===== config.mk =====
export PLATFORM = sky130hd
export DESIGN_NAME = inst_decode_ctrl_flat
export DESIGN_NICKNAME = d
export VERILOG_FILES = /design/src/rtl/inst_decode_ctrl_if.sv /design/src/rtl/inst_decode_ctrl.sv /design/src/flat_wrapper.sv
export SDC_FILE = /design/constraint.sdc
export NUM_CORES = 1
export LEC_CHECK = 0
export BUFFER_PORTS_ARGS = -buffer_cell sky130_fd_sc_hd__buf_4
export CORE_AREA = 3 3 135 98
export CTS_CLUSTER_DIAMETER = 100
export DETAILED_ROUTE_END_ITERATION = 10
export DIE_AREA = 0 0 138 101
export GPL_ROUTABILITY_DRIVEN = 0
export PLACE_DENSITY = 0.5
export SYNTH_ARGS = -nofsm -noshare
export SYNTH_HDL_FRONTEND = slang
export SYNTH_SLANG_ARGS = --single-unit

===== constraint.sdc =====
create_clock -name clk -period 2.3 [get_ports clk]
set_clock_uncertainty 0.05 [all_clocks]
set_input_delay 0.345 -clock clk [delete_from_list [all_inputs] [get_ports clk]]
set_output_delay 0.345 -clock clk [all_outputs]
set_load 0.05 [all_outputs]

===== src/rtl/inst_decode_ctrl_if.sv =====
// inst_decode_ctrl_if -- bundle between fetch, the decode controller and
// the execute stage.
//   instr_code  : instruction word from fetch (fetch -> decode)
//   jump/branch : redirect request and target index (decode -> fetch)
//   nop         : stall request, fetch holds PC (decode -> fetch)
//   ex_*        : ID/EX pipeline register fields and control bits
//   illegal_cnt : saturating count of illegal opcodes decoded
// master = fetch/execute side, slave = the decode controller.
interface inst_decode_ctrl_if;
   logic [31:0] instr_code;
   logic        jump;
   logic        nop;
   logic [25:0] branch;
   logic [5:0]  ex_opcode;
   logic [5:0]  ex_funct;
   logic [4:0]  ex_rs;
   logic [4:0]  ex_rt;
   logic [4:0]  ex_rd;
   logic [31:0] ex_imm;
   logic        ex_reg_write;
   logic        ex_mem_read;
   logic        ex_mem_write;
   logic        ex_alu_src;
   logic        ex_valid;
   logic [7:0]  illegal_cnt;

   modport master (
      output instr_code,
      input  jump, nop, branch,
      input  ex_opcode, ex_funct, ex_rs, ex_rt, ex_rd, ex_imm,
      input  ex_reg_write, ex_mem_read, ex_mem_write, ex_alu_src, ex_valid,
      input  illegal_cnt
   );

   modport slave (
      input  instr_code,
      output jump, nop, branch,
      output ex_opcode, ex_funct, ex_rs, ex_rt, ex_rd, ex_imm,
      output ex_reg_write, ex_mem_read, ex_mem_write, ex_alu_src, ex_valid,
      output illegal_cnt
   );
endinterface


===== src/rtl/inst_decode_ctrl.sv =====
// inst_decode_ctrl -- IF/ID register, instruction decode, load-use hazard
// detection, jump redirect and ID/EX register for a 5-opcode MIPS subset.
// Ports:
//   clk   : rising-edge clock shared with fetch
//   reset : asynchronous, active-low
//   bus   : inst_decode_ctrl_if.slave (instr_code in; jump, nop, branch,
//           ex_* and illegal_cnt out)
module inst_decode_ctrl (
   input  logic                clk,
   input  logic                reset,
   inst_decode_ctrl_if.slave   bus
);

   localparam logic [5:0] OP_R    = 6'b000000;
   localparam logic [5:0] OP_LW   = 6'b100011;
   localparam logic [5:0] OP_SW   = 6'b101011;
   localparam logic [5:0] OP_ADDI = 6'b001000;
   localparam logic [5:0] OP_J    = 6'b000010;

   logic [31:0] ifid;

   // ID/EX register
   logic [5:0]  ex_opcode, ex_funct;
   logic [4:0]  ex_rs, ex_rt, ex_rd;
   logic [31:0] ex_imm;
   logic        ex_reg_write, ex_mem_read, ex_mem_write, ex_alu_src, ex_valid;
   logic [7:0]  illegal_cnt;

   // decode of the IF/ID word
   logic [5:0]  opcode;
   logic [4:0]  rs, rt;
   logic        is_r, is_lw, is_sw, is_addi, is_j, illegal, is_zero;
   logic        uses_rs, uses_rt, hazard, jump, bubble;

   assign opcode  = ifid[31:26];
   assign rs      = ifid[25:21];
   assign rt      = ifid[20:16];
   assign is_r    = (opcode == OP_R);
   assign is_lw   = (opcode == OP_LW);
   assign is_sw   = (opcode == OP_SW);
   assign is_addi = (opcode == OP_ADDI);
   assign is_j    = (opcode == OP_J);
   assign illegal = !(is_r || is_lw || is_sw || is_addi || is_j);
   assign is_zero = (ifid == 32'h0);

   assign uses_rs = is_r || is_lw || is_sw || is_addi;
   assign uses_rt = is_r || is_sw;

   // Load-use: the load in EX would deliver its rt too late for this word.
   // $0 never carries a dependency. The bubble inserted on a hazard clears
   // ex_valid, so the stall cannot last more than one cycle.
   assign hazard = ex_valid && ex_mem_read && (ex_rt != 5'd0) &&
                   ((uses_rs && (ex_rt == rs)) || (uses_rt && (ex_rt == rt)));

   // j reads no registers, so hazard and is_j are already exclusive; the
   // gating makes nop's precedence explicit.
   assign jump   = is_j && !hazard;
   assign bubble = hazard || jump || illegal || is_zero;

   // IF/ID: hold on stall, flush the wrong-path fetch on a jump
   always_ff @(posedge clk or negedge reset) begin
      if (!reset)      ifid <= 32'h0;
      else if (hazard) ifid <= ifid;
      else if (jump)   ifid <= 32'h0;
      else             ifid <= bus.instr_code;
   end

   always_ff @(posedge clk or negedge reset) begin
      if (!reset) begin
         ex_opcode    <= '0;
         ex_funct     <= '0;
         ex_rs        <= '0;
         ex_rt        <= '0;
         ex_rd        <= '0;
         ex_imm       <= '0;
         ex_reg_write <= 1'b0;
         ex_mem_read  <= 1'b0;
         ex_mem_write <= 1'b0;
         ex_alu_src   <= 1'b0;
         ex_valid     <= 1'b0;
      end else if (bubble) begin
         ex_opcode    <= '0;
         ex_funct     <= '0;
         ex_rs        <= '0;
         ex_rt        <= '0;
         ex_rd        <= '0;
         ex_imm       <= '0;
         ex_reg_write <= 1'b0;
         ex_mem_read  <= 1'b0;
         ex_mem_write <= 1'b0;
         ex_alu_src   <= 1'b0;
         ex_valid     <= 1'b0;
      end else begin
         ex_opcode    <= opcode;
         ex_funct     <= ifid[5:0];
         ex_rs        <= rs;
         ex_rt        <= rt;
         ex_rd        <= ifid[15:11];
         ex_imm       <= {{16{ifid[15]}}, ifid[15:0]};
         ex_reg_write <= is_r || is_lw || is_addi;
         ex_mem_read  <= is_lw;
         ex_mem_write <= is_sw;
         ex_alu_src   <= is_lw || is_sw || is_addi;
         ex_valid     <= 1'b1;
      end
   end

   always_ff @(posedge clk or negedge reset) begin
      if (!reset)
         illegal_cnt <= 8'h0;
      else if (illegal && !hazard && (illegal_cnt != 8'hFF))
         illegal_cnt <= illegal_cnt + 8'd1;
   end

   assign bus.jump         = jump;
   assign bus.nop          = hazard;
   assign bus.branch       = ifid[25:0];
   assign bus.ex_opcode    = ex_opcode;
   assign bus.ex_funct     = ex_funct;
   assign bus.ex_rs        = ex_rs;
   assign bus.ex_rt        = ex_rt;
   assign bus.ex_rd        = ex_rd;
   assign bus.ex_imm       = ex_imm;
   assign bus.ex_reg_write = ex_reg_write;
   assign bus.ex_mem_read  = ex_mem_read;
   assign bus.ex_mem_write = ex_mem_write;
   assign bus.ex_alu_src   = ex_alu_src;
   assign bus.ex_valid     = ex_valid;
   assign bus.illegal_cnt  = illegal_cnt;

endmodule

===== src/flat_wrapper.sv =====
// flat-port wrapper written by rule: the top's interface ports become plain ports
module inst_decode_ctrl_flat 
  (clk, reset, bus_instr_code, bus_jump, bus_nop, bus_branch, bus_ex_opcode, bus_ex_funct, bus_ex_rs, bus_ex_rt, bus_ex_rd, bus_ex_imm, bus_ex_reg_write, bus_ex_mem_read, bus_ex_mem_write, bus_ex_alu_src, bus_ex_valid, bus_illegal_cnt);
  inst_decode_ctrl_if bus_i ();
  input  logic clk;
  input  logic reset;
  input wire logic [$bits(bus_i.instr_code)-1:0] bus_instr_code;
  output wire logic [$bits(bus_i.jump)-1:0] bus_jump;
  output wire logic [$bits(bus_i.nop)-1:0] bus_nop;
  output wire logic [$bits(bus_i.branch)-1:0] bus_branch;
  output wire logic [$bits(bus_i.ex_opcode)-1:0] bus_ex_opcode;
  output wire logic [$bits(bus_i.ex_funct)-1:0] bus_ex_funct;
  output wire logic [$bits(bus_i.ex_rs)-1:0] bus_ex_rs;
  output wire logic [$bits(bus_i.ex_rt)-1:0] bus_ex_rt;
  output wire logic [$bits(bus_i.ex_rd)-1:0] bus_ex_rd;
  output wire logic [$bits(bus_i.ex_imm)-1:0] bus_ex_imm;
  output wire logic [$bits(bus_i.ex_reg_write)-1:0] bus_ex_reg_write;
  output wire logic [$bits(bus_i.ex_mem_read)-1:0] bus_ex_mem_read;
  output wire logic [$bits(bus_i.ex_mem_write)-1:0] bus_ex_mem_write;
  output wire logic [$bits(bus_i.ex_alu_src)-1:0] bus_ex_alu_src;
  output wire logic [$bits(bus_i.ex_valid)-1:0] bus_ex_valid;
  output wire logic [$bits(bus_i.illegal_cnt)-1:0] bus_illegal_cnt;
  assign bus_i.instr_code = bus_instr_code;
  assign bus_jump = bus_i.jump;
  assign bus_nop = bus_i.nop;
  assign bus_branch = bus_i.branch;
  assign bus_ex_opcode = bus_i.ex_opcode;
  assign bus_ex_funct = bus_i.ex_funct;
  assign bus_ex_rs = bus_i.ex_rs;
  assign bus_ex_rt = bus_i.ex_rt;
  assign bus_ex_rd = bus_i.ex_rd;
  assign bus_ex_imm = bus_i.ex_imm;
  assign bus_ex_reg_write = bus_i.ex_reg_write;
  assign bus_ex_mem_read = bus_i.ex_mem_read;
  assign bus_ex_mem_write = bus_i.ex_mem_write;
  assign bus_ex_alu_src = bus_i.ex_alu_src;
  assign bus_ex_valid = bus_i.ex_valid;
  assign bus_illegal_cnt = bus_i.illegal_cnt;
  inst_decode_ctrl u_core (.clk(clk), .reset(reset), .bus(bus_i));
endmodule

==> results.txt <==
----------------------------------------------------
[Synth]
  Post-synth ARST share ... 100.0%
  Number of enable flip-flop cells after synthesis ... 0
  Post-synth top area share ... 53.60%
  Largest cells by area after synthesis ... sky130_fd_sc_hd__dfrtp_1 (54%), sky130_fd_sc_hd__buf_4 (12%), sky130_fd_sc_hd__and2_1 (5.4%)
  Flip-flop and latch count after synthesis ... 77
  Yosys warns ... 0
  Most frequently used flop master after synthesis ... sky130_fd_sc_hd__dfrtp_1
  Per-instance average area after synthesis ... 10.36 um^2
  Yosys cell types ... 37
  Yosys top cell by area ... sky130_fd_sc_hd__dfrtp_1
  Share of the yosys chip area belonging to registers ... 53.60%
  Mapped Cells ... 347
  Summed instance area of the synthesized netlist ... 3595 um^2

[Clock network]
  Deepest clock path buffer count ... 2
  Inserted Clock Buffers ... 9
  Clock-pin slew on the worst setup and hold paths ... 60 ps
  Clock tree from TritonCTS ... built
  Worst skew pair latency ... 340 ps
  CTS root buf ... sky130_fd_sc_hd__clkbuf_16
  H-tree depth ... 3
  Clk sinks ... 77

[Worst setup path]
  Worst endpoint required time ... 1900 ps
  Buffer and inverter count on the worst path ... 1
  Critical Path Source Type ... flop
  Crit-path max FO ... 9
  Slowest cell on the critical path ... sky130_fd_sc_hd__dfrtp_2
  Number of cell instances on the worst register-to-register path ... 7
  Arrival time of data at the critical path endpoint ... 1800 ps
  Kind of end point of the critical path ... primary output
  Worst path cell trace ... nor4_4 > o211ai_1 > o22ai_2 > and2_4 > buf_6
  Setup slack on the worst flop-to-flop path ... 290 ps
  Reg-to-Reg Start ... u_core.ifid[31]
  Critical Setup Path Class ... flop to primary output
  FF-to-FF End ... u_core.ifid[31]
  Largest delay contributor family on the critical path ... simple AND/OR/NAND/NOR gates
  Slowest cell delay on critical path ... 480 ps

[Timing]
  Fin crit period ... 2191 ps
  Final Hold Viols ... 0
  Setup repair after global routing missed its margin ... false
  Sum of negative setup slack ... 0 ps
  Peak Freq ... 0.4565 GHz
  Max Slew Vio Count ... 0
  Headroom to the max-slew limit ... 61.80%
  Worst Setup Slack, final ... 109.2 ps
  Final setup violation count ... 0
  Pin slew with the least headroom to its limit ... 572.9 ps
  Post-route fraction of the period consumed by the critical path ... 95.25%

[Placement]
  Placement-stage worst setup slack ... 273.3 ps
  DP Wirelength ... 6894 um
  IO Port Bufs ... 133

[GRT]
  Total grt overflow ... 0
  Overall track demand over capacity in global routing ... 13.51%
  Vias in the first global route ... 2658
  Largest net degree at the start of global routing ... 44
  Wire length of the first global-routing pass ... 14590 um
  Initial antenna violation count ... 0

[Hold path]
  End of the worst hold path ... u_core.ifid[9]
  Startpoint of the worst hold path ... bus_instr_code[9]
  Hold WC Path Type ... input port to flop
  Hold Path Depth ... 3

[Power]
  Reported leakage power ... 2.307 nW
  Highest ir drop seen on vdd ... 0.3800 mV
  Logic pwr share ... 22.7%
  Proportion of power drawn by the clock network ... 35.9%
  Sequential fraction of design power ... 41.3%
  Net switching power figure ... 1.258 mW
  Switching power share of the total ... 32.10%
  Power per cell area ... 827.7 nW/um^2
  Cell Int Power ... 2.661 mW

[Route]
  Antenna Violating Nets Remaining ... 0
  Avg Vias per Cell ... 4.343
  Routed wirelength normalized by instance count ... 15.51 um
  Final routed DRC violation total ... 0
  Initial DRC count ... 73
  Final Routed Wirelength ... 9323 um
  Vias after detailed routing ... 2610
  Number of optimization iterations in the first detailed-route pass ... 4

[Final layout]
  NumNets Final ... 469
  Fraction of final layout cells sized beyond drive strength 1 ... 40.18%
  Area overhead of the layout relative to synthesis ... 31.71%

[Floorplan]
  Full die area ... 13940 um^2
  Die span in x ... 138 um
  Die Y ... 101 um
  Core box area ... 12170 um^2
  Rows ... 34
  Starting utilization of the core area ... 29.55%
  Number of I/O pins ... 134

[Flow run]
  Maxcap violations ... 0

[Outcome]
  Result of the run ... finished clean

----------------------------------------------------
## routing by layer
metal / up-vias / global-route usage (%) / wire, um
met5: - / 0 / 0
met4: 0 / 4.100 / 104
met3: 8 / 6.022 / 752
met2: 100 / 19.64 / 3996
met1: 1222 / 18.16 / 4469
li1: 1280 / - / -
## Yosys cell counts (all sizes together), types with 2 or more instances
cell type and count:
and3 3, nand3 33, o21ai 32, a21oi 4, nor4 8, nand2b 2
o211ai 2, xnor2 15, nor3b 2, nand2 35, nand4 5, clkbuf 7
o21a 3, nor2 5, inv 2, dfrtp 77, buf 65, nor3 5
and2 31
## worst max path at each step
stage,cells after the start,endpoint,slack [ps],from
detailed placement,7,u_core.ifid[31],270,u_core.ifid[26]
floorplan,6,bus_nop,300,u_core.bus.ex_rt[4]
finish,5,bus_nop,110,u_core.ifid[31]
global route,5,bus_jump,9,u_core.ifid[28]
CTS,5,bus_nop,20,u_core.ifid[31]
global placement,7,u_core.bus.ex_reg_write,340,u_core.ifid[26]
## cells by family after synthesis
family                     count (synthesis)  synth area share (%)
and+or+nand+nor                          134                 20.12
DFF                                       77                 53.60
buffers and inverters                     74                 14.90
AOI/OAI and AO/OA                         43                 6.717
xor gates and xnor gates                  16                 3.899
adders and majority gates                  1                0.3480
other                                      1                0.1043
muxes                                      1                0.3132
## sequential cells by signal, summed over array words and instances (netlist names)
register                 flops
u_core.bus.ex_mem_write      1
u_core.bus.ex_valid          1
u_core.bus.ex_rs             5
u_core.bus.ex_mem_read       1
u_core.bus.ex_reg_write      1
u_core.bus.ex_opcode         6
u_core.bus.ex_imm            7
u_core.bus.ex_rd             4
u_core.bus.ex_funct          5
u_core.bus.illegal_cnt       8
u_core.bus.ex_alu_src        1
u_core.ifid                 32
u_core.bus.ex_rt             5
## layout make-up
type | instances | area (um^2)
fillers | 1210 | 7432
flip-flops and latches | 77 | 1929
multi-input cells | 197 | 1170
repair buffers | 147 | 1122
clock buffers | 11 | 252.7
well taps | 162 | 202.7
clock inverters | 4 | 47.55
inverters | 2 | 7.507
diodes | 1 | 2.502
## timing repair
action,CTS,global route
setup endpoints to repair,1,1
pin swaps,1,0
hold buffers,1,0
endpoints found under the hold margin,42,0
buffers inserted,0,3
resized for setup,4,4
## power by group through the flow
stage	Clock (mW)	Combinational, mW	Sequential [mW]
floorplan	0	0.377	1.88
detailed placement	0	0.897	1.64
CTS	1.45	0.901	1.62
finish	1.41	0.891	1.62
global placement	0	0.896	1.64
global route	1.50	0.944	1.64
## layout by cell type, fill, tap and decap left out, drive strengths merged
cell type,n
buf,146
dfrtp,77
nand2,35
nand3,33
o21ai,32
and2,31
xnor2,15
clkbuf,11
nor4,8
nor2,5
nand4,5
nor3,5
a21oi,4
and3,3
o21a,3
o211ai,2
inv,2
nand2b,2
nor3b,2
clkinv,2
conb,2
diode,1
and4,1
o22ai,1
or2,1
or3,1
and4b,1
a211oi,1
nand3b,1
mux2,1
xor2,1
ha,1
clkinvlp,1
bufinv,1
dlygate4sd3,1
## through the flow
| stage | util [%] | hold slack [ps] | total power, mW | area, um^2 | instances |
|---|---|---|---|---|---|
| final | 38.91 | 196.4 | 3.919 | 4735 | 601 |
| after detailed placement | 35.86 | 333.9 | 2.539 | 4363 | 581 |
| after CTS | 38.56 | 183.9 | 3.972 | 4692 | 597 |
| after global placement | 35.86 | 331.7 | 2.531 | 4363 | 581 |
| after global routing | 38.89 | 191.1 | 4.087 | 4732 | 600 |
| after floorplan | - | -0.5911 | 2.252 | 3598 | 348 |
## worst register-to-register path: stages (launching register included)
cell                       delay (ps)
sky130_fd_sc_hd__dfrtp_2          480
sky130_fd_sc_hd__nor4_4           330
sky130_fd_sc_hd__o211ai_1         130
sky130_fd_sc_hd__o22ai_2          180
sky130_fd_sc_hd__buf_4            190
sky130_fd_sc_hd__buf_4            280
sky130_fd_sc_hd__nand3_1          160
sky130_fd_sc_hd__o21ai_1          130
Note: power is estimated with default switching activity, not from simulation.
